$ cat config.mk
export PLATFORM = sky130hd
export DESIGN_NAME = icache_dm
export DESIGN_NICKNAME = d
export VERILOG_FILES = /design/src/rtl/icache_pkg.sv /design/src/rtl/icache_refill_fsm.sv /design/src/rtl/icache_dm.sv
export SDC_FILE = /design/constraint.sdc
export NUM_CORES = 2
export LEC_CHECK = 0
export CAP_MARGIN = 20
export CORE_MARGIN = 2
export CORE_UTILIZATION = 30
export DETAILED_ROUTE_END_ITERATION = 7
export PLACE_DENSITY_LB_ADDON = 0.2
export SLEW_MARGIN = 20
export SYNTH_ARGS = -nofsm -noshare
export SYNTH_HDL_FRONTEND = slang
export SYNTH_SLANG_ARGS = --single-unit
$ cat constraint.sdc
create_clock -name CLK -period 5.25 [get_ports CLK]
set_input_delay 0.7875 -clock CLK [delete_from_list [all_inputs] [get_ports CLK]]
set_output_delay 0.7875 -clock CLK [all_outputs]
set_load 0.005 [all_outputs]
$ cat src/rtl/icache_pkg.sv
// Shared types and geometry helpers for the direct-mapped instruction cache.
package icache_pkg;

    typedef enum logic [1:0] {
        IDLE = 2'd0,
        REQ  = 2'd1,
        FILL = 2'd2,
        DONE = 2'd3
    } refill_state_t;

    function automatic int calc_offset_w(input int line_bytes);
        return $clog2(line_bytes);
    endfunction

    function automatic int calc_index_w(input int num_lines);
        return $clog2(num_lines);
    endfunction

    function automatic int calc_tag_w(input int addr_w, input int num_lines, input int line_bytes);
        return addr_w - $clog2(num_lines) - $clog2(line_bytes);
    endfunction

    function automatic int calc_words_per_line(input int line_bytes);
        return line_bytes / 4;
    endfunction

    // A one-word line still needs a 1-bit counter so the port never collapses to zero width.
    function automatic int calc_beat_cnt_w(input int line_bytes);
        return (line_bytes > 4) ? $clog2(line_bytes / 4) : 1;
    endfunction

endpackage

$ cat src/rtl/icache_refill_fsm.sv
// Refill controller: latches the miss address, runs the request/beat handshake
// and tells the cache arrays when to write a word and when to install a line.
module icache_refill_fsm
    import icache_pkg::*;
#(
    parameter int ADDR_W     = 64,
    parameter int NUM_LINES  = 16,
    parameter int LINE_BYTES = 16,
    localparam int OFFSET_W  = calc_offset_w(LINE_BYTES),
    localparam int WORDS     = calc_words_per_line(LINE_BYTES),
    localparam int BCW       = calc_beat_cnt_w(LINE_BYTES)
) (
    input  logic              CLK,
    input  logic              reset,
    input  logic [ADDR_W-1:0] PC,
    input  logic              pc_valid,
    input  logic              miss,
    input  logic              flush,
    input  logic              mem_ack,
    input  logic              mem_rvalid,
    output refill_state_t     state,
    output logic              mem_req,
    output logic [ADDR_W-1:0] mem_addr,
    output logic [BCW-1:0]    beat_cnt,
    output logic              word_we,
    output logic              line_we,
    output logic              miss_start
);

    refill_state_t     state_reg, state_next;
    logic [BCW-1:0]    beat_cnt_reg, beat_cnt_next;
    logic [ADDR_W-1:0] miss_addr_reg, miss_addr_next;
    logic              flush_pending_reg, flush_pending_next;
    logic              unused_offset_bits;

    assign unused_offset_bits = ^PC[OFFSET_W-1:0];

    always_ff @(posedge CLK or negedge reset) begin
        if (!reset) begin
            state_reg         <= IDLE;
            beat_cnt_reg      <= '0;
            miss_addr_reg     <= '0;
            flush_pending_reg <= 1'b0;
        end else begin
            state_reg         <= state_next;
            beat_cnt_reg      <= beat_cnt_next;
            miss_addr_reg     <= miss_addr_next;
            flush_pending_reg <= flush_pending_next;
        end
    end

    always_comb begin
        state_next         = state_reg;
        beat_cnt_next      = beat_cnt_reg;
        miss_addr_next     = miss_addr_reg;
        flush_pending_next = flush_pending_reg;
        mem_req            = 1'b0;
        word_we            = 1'b0;
        line_we            = 1'b0;
        miss_start         = 1'b0;
        case (state_reg)
            IDLE: begin
                if (pc_valid && miss && !flush) begin
                    miss_start     = 1'b1;
                    miss_addr_next = {PC[ADDR_W-1:OFFSET_W], {OFFSET_W{1'b0}}};
                    state_next     = REQ;
                end
            end
            REQ: begin
                mem_req = 1'b1;
                if (flush) flush_pending_next = 1'b1;
                if (mem_ack) state_next = FILL;
            end
            FILL: begin
                if (flush) flush_pending_next = 1'b1;
                if (mem_rvalid) begin
                    word_we = 1'b1;
                    if (beat_cnt_reg == BCW'(WORDS - 1)) begin
                        beat_cnt_next = '0;
                        state_next    = DONE;
                    end else begin
                        beat_cnt_next = beat_cnt_reg + BCW'(1);
                    end
                end
            end
            DONE: begin
                // A flush arriving in this very cycle must also keep the stale line out.
                line_we            = !flush_pending_reg && !flush;
                flush_pending_next = 1'b0;
                state_next         = IDLE;
            end
            default: state_next = IDLE;
        endcase
    end

    assign state    = state_reg;
    assign mem_addr = miss_addr_reg;
    assign beat_cnt = beat_cnt_reg;

endmodule

$ cat src/rtl/icache_dm.sv
// Direct-mapped instruction cache with combinational hit path and line refill.
// Optional hit/miss counters are built when ICACHE_PERF_CNT_EN is defined.
module icache_dm
    import icache_pkg::*;
#(
    parameter int ADDR_W     = 64,
    parameter int NUM_LINES  = 16,
    parameter int LINE_BYTES = 16,
    parameter int BEAT_W     = 32
) (
    input  logic              CLK,
    input  logic              reset,
    input  logic [ADDR_W-1:0] PC,
    input  logic              pc_valid,
    input  logic              flush,
    output logic              icache_r,
    output logic [31:0]       instruction,
    output logic              mem_req,
    output logic [ADDR_W-1:0] mem_addr,
    input  logic              mem_ack,
    input  logic              mem_rvalid,
    input  logic [BEAT_W-1:0] mem_rdata,
    output logic [31:0]       perf_hits,
    output logic [31:0]       perf_misses
);

    localparam int OFFSET_W = calc_offset_w(LINE_BYTES);
    localparam int INDEX_W  = calc_index_w(NUM_LINES);
    localparam int TAG_W    = calc_tag_w(ADDR_W, NUM_LINES, LINE_BYTES);
    localparam int WORDS    = calc_words_per_line(LINE_BYTES);
    localparam int BCW      = calc_beat_cnt_w(LINE_BYTES);
    localparam int DATA_AW  = INDEX_W + OFFSET_W - 2;

    logic               valid_reg [NUM_LINES];
    logic [TAG_W-1:0]   tag_mem   [NUM_LINES];
    logic [31:0]        data_mem  [NUM_LINES*WORDS];

    refill_state_t      state;
    logic [BCW-1:0]     beat_cnt;
    logic               word_we, line_we, miss_start, tag_hit;
    logic [INDEX_W-1:0] pc_index, fill_index;
    logic [TAG_W-1:0]   pc_tag, fill_tag;
    logic [DATA_AW-1:0] data_waddr;
    logic               unused_addr_bits;

    assign unused_addr_bits = ^{PC[1:0], mem_addr[1:0]};

    assign pc_index   = PC[INDEX_W+OFFSET_W-1:OFFSET_W];
    assign pc_tag     = PC[ADDR_W-1:INDEX_W+OFFSET_W];
    assign fill_index = mem_addr[INDEX_W+OFFSET_W-1:OFFSET_W];
    assign fill_tag   = mem_addr[ADDR_W-1:INDEX_W+OFFSET_W];
    // Miss address has zero word bits, so OR-ing the beat counter selects the word.
    assign data_waddr = mem_addr[DATA_AW+1:2] | DATA_AW'(beat_cnt);

    assign tag_hit     = valid_reg[pc_index] && (tag_mem[pc_index] == pc_tag);
    assign icache_r    = pc_valid && tag_hit && (state == IDLE) && !flush;
    assign instruction = data_mem[PC[DATA_AW+1:2]];

    icache_refill_fsm #(
        .ADDR_W     (ADDR_W),
        .NUM_LINES  (NUM_LINES),
        .LINE_BYTES (LINE_BYTES)
    ) u_fsm (
        .CLK        (CLK),
        .reset      (reset),
        .PC         (PC),
        .pc_valid   (pc_valid),
        .miss       (!tag_hit),
        .flush      (flush),
        .mem_ack    (mem_ack),
        .mem_rvalid (mem_rvalid),
        .state      (state),
        .mem_req    (mem_req),
        .mem_addr   (mem_addr),
        .beat_cnt   (beat_cnt),
        .word_we    (word_we),
        .line_we    (line_we),
        .miss_start (miss_start)
    );

    // Flush invalidates every line whatever the refill state; installs come from DONE only.
    generate
        for (genvar gi = 0; gi < NUM_LINES; gi++) begin : g_valid
            always_ff @(posedge CLK or negedge reset) begin
                if (!reset) begin
                    valid_reg[gi] <= 1'b0;
                end else if (flush) begin
                    valid_reg[gi] <= 1'b0;
                end else if (line_we && (fill_index == INDEX_W'(gi))) begin
                    valid_reg[gi] <= 1'b1;
                end
            end
        end
    endgenerate

    always_ff @(posedge CLK) begin
        if (line_we) tag_mem[fill_index] <= fill_tag;
    end

    always_ff @(posedge CLK) begin
        if (word_we) data_mem[data_waddr] <= mem_rdata[31:0];
    end

`ifdef ICACHE_PERF_CNT_EN
    logic [31:0] perf_hits_reg, perf_misses_reg;

    always_ff @(posedge CLK or negedge reset) begin
        if (!reset) begin
            perf_hits_reg   <= '0;
            perf_misses_reg <= '0;
        end else begin
            if (icache_r)   perf_hits_reg   <= perf_hits_reg + 32'd1;
            if (miss_start) perf_misses_reg <= perf_misses_reg + 32'd1;
        end
    end

    assign perf_hits   = perf_hits_reg;
    assign perf_misses = perf_misses_reg;
`else
    logic unused_miss_start;
    assign unused_miss_start = miss_start;
    assign perf_hits         = 32'd0;
    assign perf_misses       = 32'd0;
`endif

endmodule

* Yosys cells after proc, flatten, opt, wreduce, memory -nomap -nowiden
Memories as Yosys holds them, arrays and structs flattened.
Index checks and enable logic that the tools add are counted.
** Cells by class
- $add $sub $neg :: 1
- Multipliers :: 0
- Divide/modulo/power cells :: 0
- $lt $le $gt $ge :: 1
- Equal/unequal tests :: 25
- Shifts and indexed selects :: 0
- Mux-type cells :: 51
- Bitwise operators :: 2
- Reduce and logical (&&, ||, !) cells :: 50
** Operators with widths (number)
- == test 56 bit :: 1
- two-way mux 1 bit :: 43
- nonzero test 2 bit :: 17
- == test 4 bit (second input constant) :: 8
- logical AND 1 bit :: 23
- == test 4 x 3 -> 1 bit (second input constant) :: 4
- two-way mux 2 bit :: 5
- == test 4 x 2 -> 1 bit (second input constant) :: 2
- one-hot mux 2 bit (4 select lines) :: 1
- == test 2 bit (second input constant) :: 3
- inequality test 2 x 1 -> 1 bit (second input constant) :: 3
- bitwise OR 6 x 2 -> 6 bit :: 1
- AND reduction 2 bit :: 3
- greater-or-equal comparator 5 bit (second input constant) :: 1
- inverter 4 -> 5 bit :: 1
- binary-select mux 1 bit (select 4 bit) :: 1
- == test 4 x 1 -> 1 bit (second input constant) :: 1
- logical NOT 4 bit :: 1
- inequality test 2 bit (second input constant) :: 2
- AND reduction 4 bit :: 1
- logical NOT 1 bit :: 3
- adder 2 x 1 -> 2 bit (second input constant) :: 1
- == test 2 x 1 -> 1 bit (second input constant) :: 1
- logical NOT 2 bit :: 1
- other kinds (2) :: 2
** Storage, ports and cells
- Flip-flop bits (word level) :: 81
- Bits in latches :: 0
- Memory bits (writable) :: 2944
- ROM bits :: 0
- Bits of input ports :: 102
- Logic and storage cells :: 152
- Memories :: 2
** Memory list
- data_mem :: depth 64, bits a word 32, read ports 1, clocked after Yosys merged registers in 0, wr ports 1, RTL line icache_dm.sv:36 : logic [31:0] data_mem [NUM_LINES*WORDS];
- tag_mem :: depth 16, bits a word 56, read ports 1, clocked after Yosys merged registers in 0, wr ports 1, RTL line icache_dm.sv:35 : logic [TAG_W-1:0] tag_mem [NUM_LINES];

* Depth between registers and ports, before layout
- Depth after elaboration :: 10
- Gate-level depth with buffers :: 15
- Depth with buffers taken out :: 9

* Modules after synthesis
Synthesis repeated with hierarchy kept, for this count alone.
** Unflattened totals
- Cells, all modules :: 4938
- Area, all modules :: 116838.3 µm²
** Modules (own cells, without submodules)
- icache_dm :: times used 1, cells an instance 4775, area an instance 114220.8 µm², seq. area each 88805.2 µm²
- icache_refill_fsm :: times used 1, cells an instance 163, area an instance 2617.5 µm², seq. area each 1626.6 µm²

* Least setup slack after synthesis
Ideal clock, no wire load.
- Kind :: input to output
- From :: in PC[6]
- To :: out instruction[11]
- Arrival time :: 3.589 ns
- Data required time :: 4.463 ns
- Path slack :: 0.873 ns
- Stages on the path :: 9
- Path buffers :: 6
- Cells stage by stage :: buf_4 buf_2 inv_1 buf_2 buf_2 buf_2 buf_1 mux4_2 mux4_2
** Between the ends
- Cells in the longest elaborated chain, start to end :: 1
** Ends and longest elaborated chain
- from (decl) :: RTL line icache_dm.sv:13 : input logic [ADDR_W-1:0] PC,
- memory read (64 x 32 bit)
- to (decl) :: RTL line icache_dm.sv:17 : output logic [31:0] instruction,
Every way passes these cells.

* Worst setup path after layout
- From :: in PC[4]
- To :: out instruction[10]
The elaborated chain is that of the path after synthesis.

==> qor.csv <==
stage,metric,value,unit
run_status,outcome,finished clean,
final_layout,max reg flops,2048,
clock_tree,CTS sink count,3025,
final_layout,Layout area overhead,18.8,%
pwr,Flop pwr share,51.4,%
clock_tree,CTS max path bufs,4,
synth,Main synth FF type,edfxtp_1,
final_layout,proportion of layout cells with a drive suffix above 1,31.9,%
timing,RSZ-0062 raised after global routing,false,
floorplanning,die area,396000,sq um
clock_tree,htree depth,5,
critical_path,family with the most delay on the worst path,buffers and inverters,
clock_tree,setup bufs post-CTS,0,
pwr,Sw Ratio,23.4,%
timing,fin crit share,96.6,%
final_layout,Final Cell Area,139000,sq um
pwr,Leakage,0.0436,uW
critical_path,Startpoint Class,primary input,
timing,Clock Skew,0.102,ns
floorplanning,Ports,264,
timing,slew margin rel.,30.4,%
hold_path,Hold Path End,data_mem[48][10],
global_route,largest net degree at the start of global routing,78,
global_route,gr usage total,16.7,%
timing,Achievable Freq,0.197,GHz
placed_design,PortBufs,193,
synth,cells after synthesis,4906,
pwr,Int Power,43700,uW
synth,asr flop ratio synth,2.68,%
route,post-DR wirelength/cell,30.5,microns
synth,leading area contributor after synthesis,edfxtp_1,
route,post-route ant nets,0,
hold_path,Worst Hold Class,primary input to flop,
route,Residual DRC,0,
synth,Yosys cell types,76,
timing,Fin. Hold Viols,0,
timing,Worst-Margin Slew,1.04,ns
critical_path,nature of the critical path endpoint,output pin,
final_layout,Reg with most FFs,data_mem,
synth,post-synthesis sequential area ratio,77.2,%
global_route,global-route wire length before repair,463000,microns
synth,synthesized cell area,117000,sq um
global_route,initial antenna violation count,36,
critical_path,reg-to-reg startpoint,tag_mem[14][14],
route,vias per cell,5.00,
hold_path,Hold Crit Depth,1,
floorplanning,initial core utilization,30.1,%
timing,Tmin final,5.07,ns
clock_tree,CTS root buffer,clkbuf_16,
pwr,worst vdd ir,0.281,mV
synth,top-area cell type share of the netlist area,75.4,%
route,DRT Pass-1 Iters,7,
critical_path,WP buf/inv,5,
floorplanning,CORE AREA,389000,sq um
critical_path,worst path required time,4.46,ns
synth,synthesis warning total,0,
critical_path,Crit path arrival time,4.29,ns
flow_run,max capacitance violation total,0,
clock_tree,CTS tree,built,
critical_path,slowest cell on the critical path,buf_4,
synth,Yosys reg bits,3025,
hold_path,hold path startpoint,mem_rdata[10],
critical_path,R2R Setup Slk,1.32,ns
pwr,combinational power share,7.9,%
critical_path,reg-to-reg endpoint,u_fsm.mem_addr[49],
route,drt total wl,334000,microns
timing,Fin Hold WS,0.276,ns
global_route,vias in the first global route,57000,
synth,synth top area cells,"edfxtp_1 75%, mux4_2 17%, dfrtp_1 1.7%",
placed_design,placed cell area,128000,sq um
floorplanning,die width,629,microns
global_route,total gr overflow,0,
route,iteration-0 DRC count of the detailed router,5591,
floorplanning,Die Y,629,microns
critical_path,Crit Path Category,primary input to output pin,
synth,number of synthesized flops with an enable pin,2944,
route,via count,54900,
pwr,Sw Pwr,13300,uW
timing,setup_tns,0,ns
pwr,PD cells,410,nW/um^2
synth,Synth Area per Inst,23.9,sq um
pwr,clock power share,40.7,%
placed_design,Cells after DPL,10300,
clock_tree,Clock Pin Slew Worst Setup and Hold Paths,0.06,ns
clock_tree,"Clk Latency, worst-skew pair",0.93,ns
final_layout,final net count,5596,
placed_design,GP Congestion,0.741,
critical_path,CP peak stage delay,0.73,ns
floorplanning,Placement Rows,229,
critical_path,Max Fanout on Critical Path,30,
final_layout,Non-Filler Instances,11000,
timing,Final setup viols,0,
critical_path,cells along the critical path,"buf_12, buf_12, buf_4, buf_4, mux4_2, mux4_2, clkdlybuf4s50_1",
placed_design,post-DP HPWL,188000,microns
clock_tree,Num CTS Buffers,338,
timing,Final Max Slew Viols,0,
critical_path,r2r worst-path depth,12,
-- per-stage QoR --
step / utilization, % / worst slack (ns) / power, uW
6_report: 35.8 / 0.176 / 57100
2_1_floorplan: - / 0.873 / 31600
4_1_cts: 35.7 / 0.185 / 57800
5_1_grt: 35.8 / 0.167 / 59100
3_3_place_gp: 32.9 / -0.768 / 34300
3_5_place_dp: 32.9 / -0.778 / 34500
-- cells in the final DEF (no fill, tap or decap), drive strengths merged, types with 8 or more instances in the layout --
master,count
a21oi,13
a221oi,10
a22o,8
a22oi,31
buf,337
bufinv,31
clkbuf,412
clkdlybuf4s50,153
clkinv,155
conb,68
dfrtp,81
diode,12
edfxtp,2944
inv,34
mux2,71
mux2i,140
mux4,868
nand2,47
nand2b,12
nand3,11
nand4,14
nor2,110
nor2b,18
nor3,12
o22ai,21
xnor2,42
xor2,11
-- Yosys cell counts (all sizes together), types with 7 or more instances --
library cell and n:
mux2 71, a22oi 31, nand3 11, xor2 11, nor2 110, dfrtp 81
nor2b 18, nand3b 7, a221oi 10, o22ai 21, xnor2 42, buf 175
mux2i 140, a22o 8, edfxtp 2944, inv 24, nor3 12, nand2 47
a21oi 13, clkbuf 141, mux4 868, nand4 14, nand2b 12
-- power groups by stage --
stage	registers [uW]	clock network, uW	logic [uW]
finish	29400	23200	4500
global route	29500	24700	4790
floorplan	29300	0	2250
CTS	29400	23800	4620
detailed placement	29900	0	4600
global placement	29800	0	4570
-- worst max path at each step --
stage | startpoint | endpoint | cells past startpoint
finish | PC[4] | instruction[10] | 7
floorplan | PC[6] | instruction[11] | 9
global route | PC[4] | instruction[10] | 7
detailed placement | PC[4] | icache_r | 14
global placement | PC[4] | icache_r | 14
CTS | PC[4] | instruction[20] | 7
-- timing repair --
action / CTS / global route
gates resized for setup: 13 / 0
hold buffers: 1 / 0
setup endpoints to repair: 1 / 0
hold endpoints to repair: 43 / 0
-- metal layers --
metal | GRT usage [%] | vias to the layer above | routed length, microns
met2 | 27.6 | 1716 | 163000
met1 | 22.6 | 30600 | 141000
met3 | 3.09 | 432 | 21200
met5 | 0 | - | 41
li1 | - | 22200 | -
met4 | 4.27 | 6 | 8590
-- logic make-up after synthesis --
family	Yosys count	synth area share, %
AOI/OAI and AO/OA	129	0.824
other	1	0.00320
and+or+nand+nor	273	1.17
xor gates and xnor gates	53	0.396
muxes	1079	18.8
DFF	3025	77.2
buffers and inverters	341	1.62
adders and majority gates	5	0.0534
-- final cells by class --
type | count | area (sq um)
Antenna cell | 12 | 30.0
Clock buffer | 412 | 8870
Clock inverter | 199 | 1970
Fill cell | 35800 | 250000
Inverter | 25 | 106
Multi-Input combinational cell | 1607 | 25800
Sequential cell | 3025 | 90400
Tap cell | 5197 | 6500
Timing Repair Buffer | 492 | 5490
-- worst reg2reg max path, cell delays in order (launching register included) --
cell	delay (ns)
edfxtp_1	0.36
mux4_2	0.48
mux4_2	0.53
xor2_4	0.20
a31oi_4	0.25
nand4_1	0.21
nor4_1	0.34
buf_4	0.18
nand4_4	0.14
buf_4	0.23
nand3_4	0.18
buf_12	0.28
mux2_4	0.39
No activity file was read; power rests on OpenSTA's default activity.
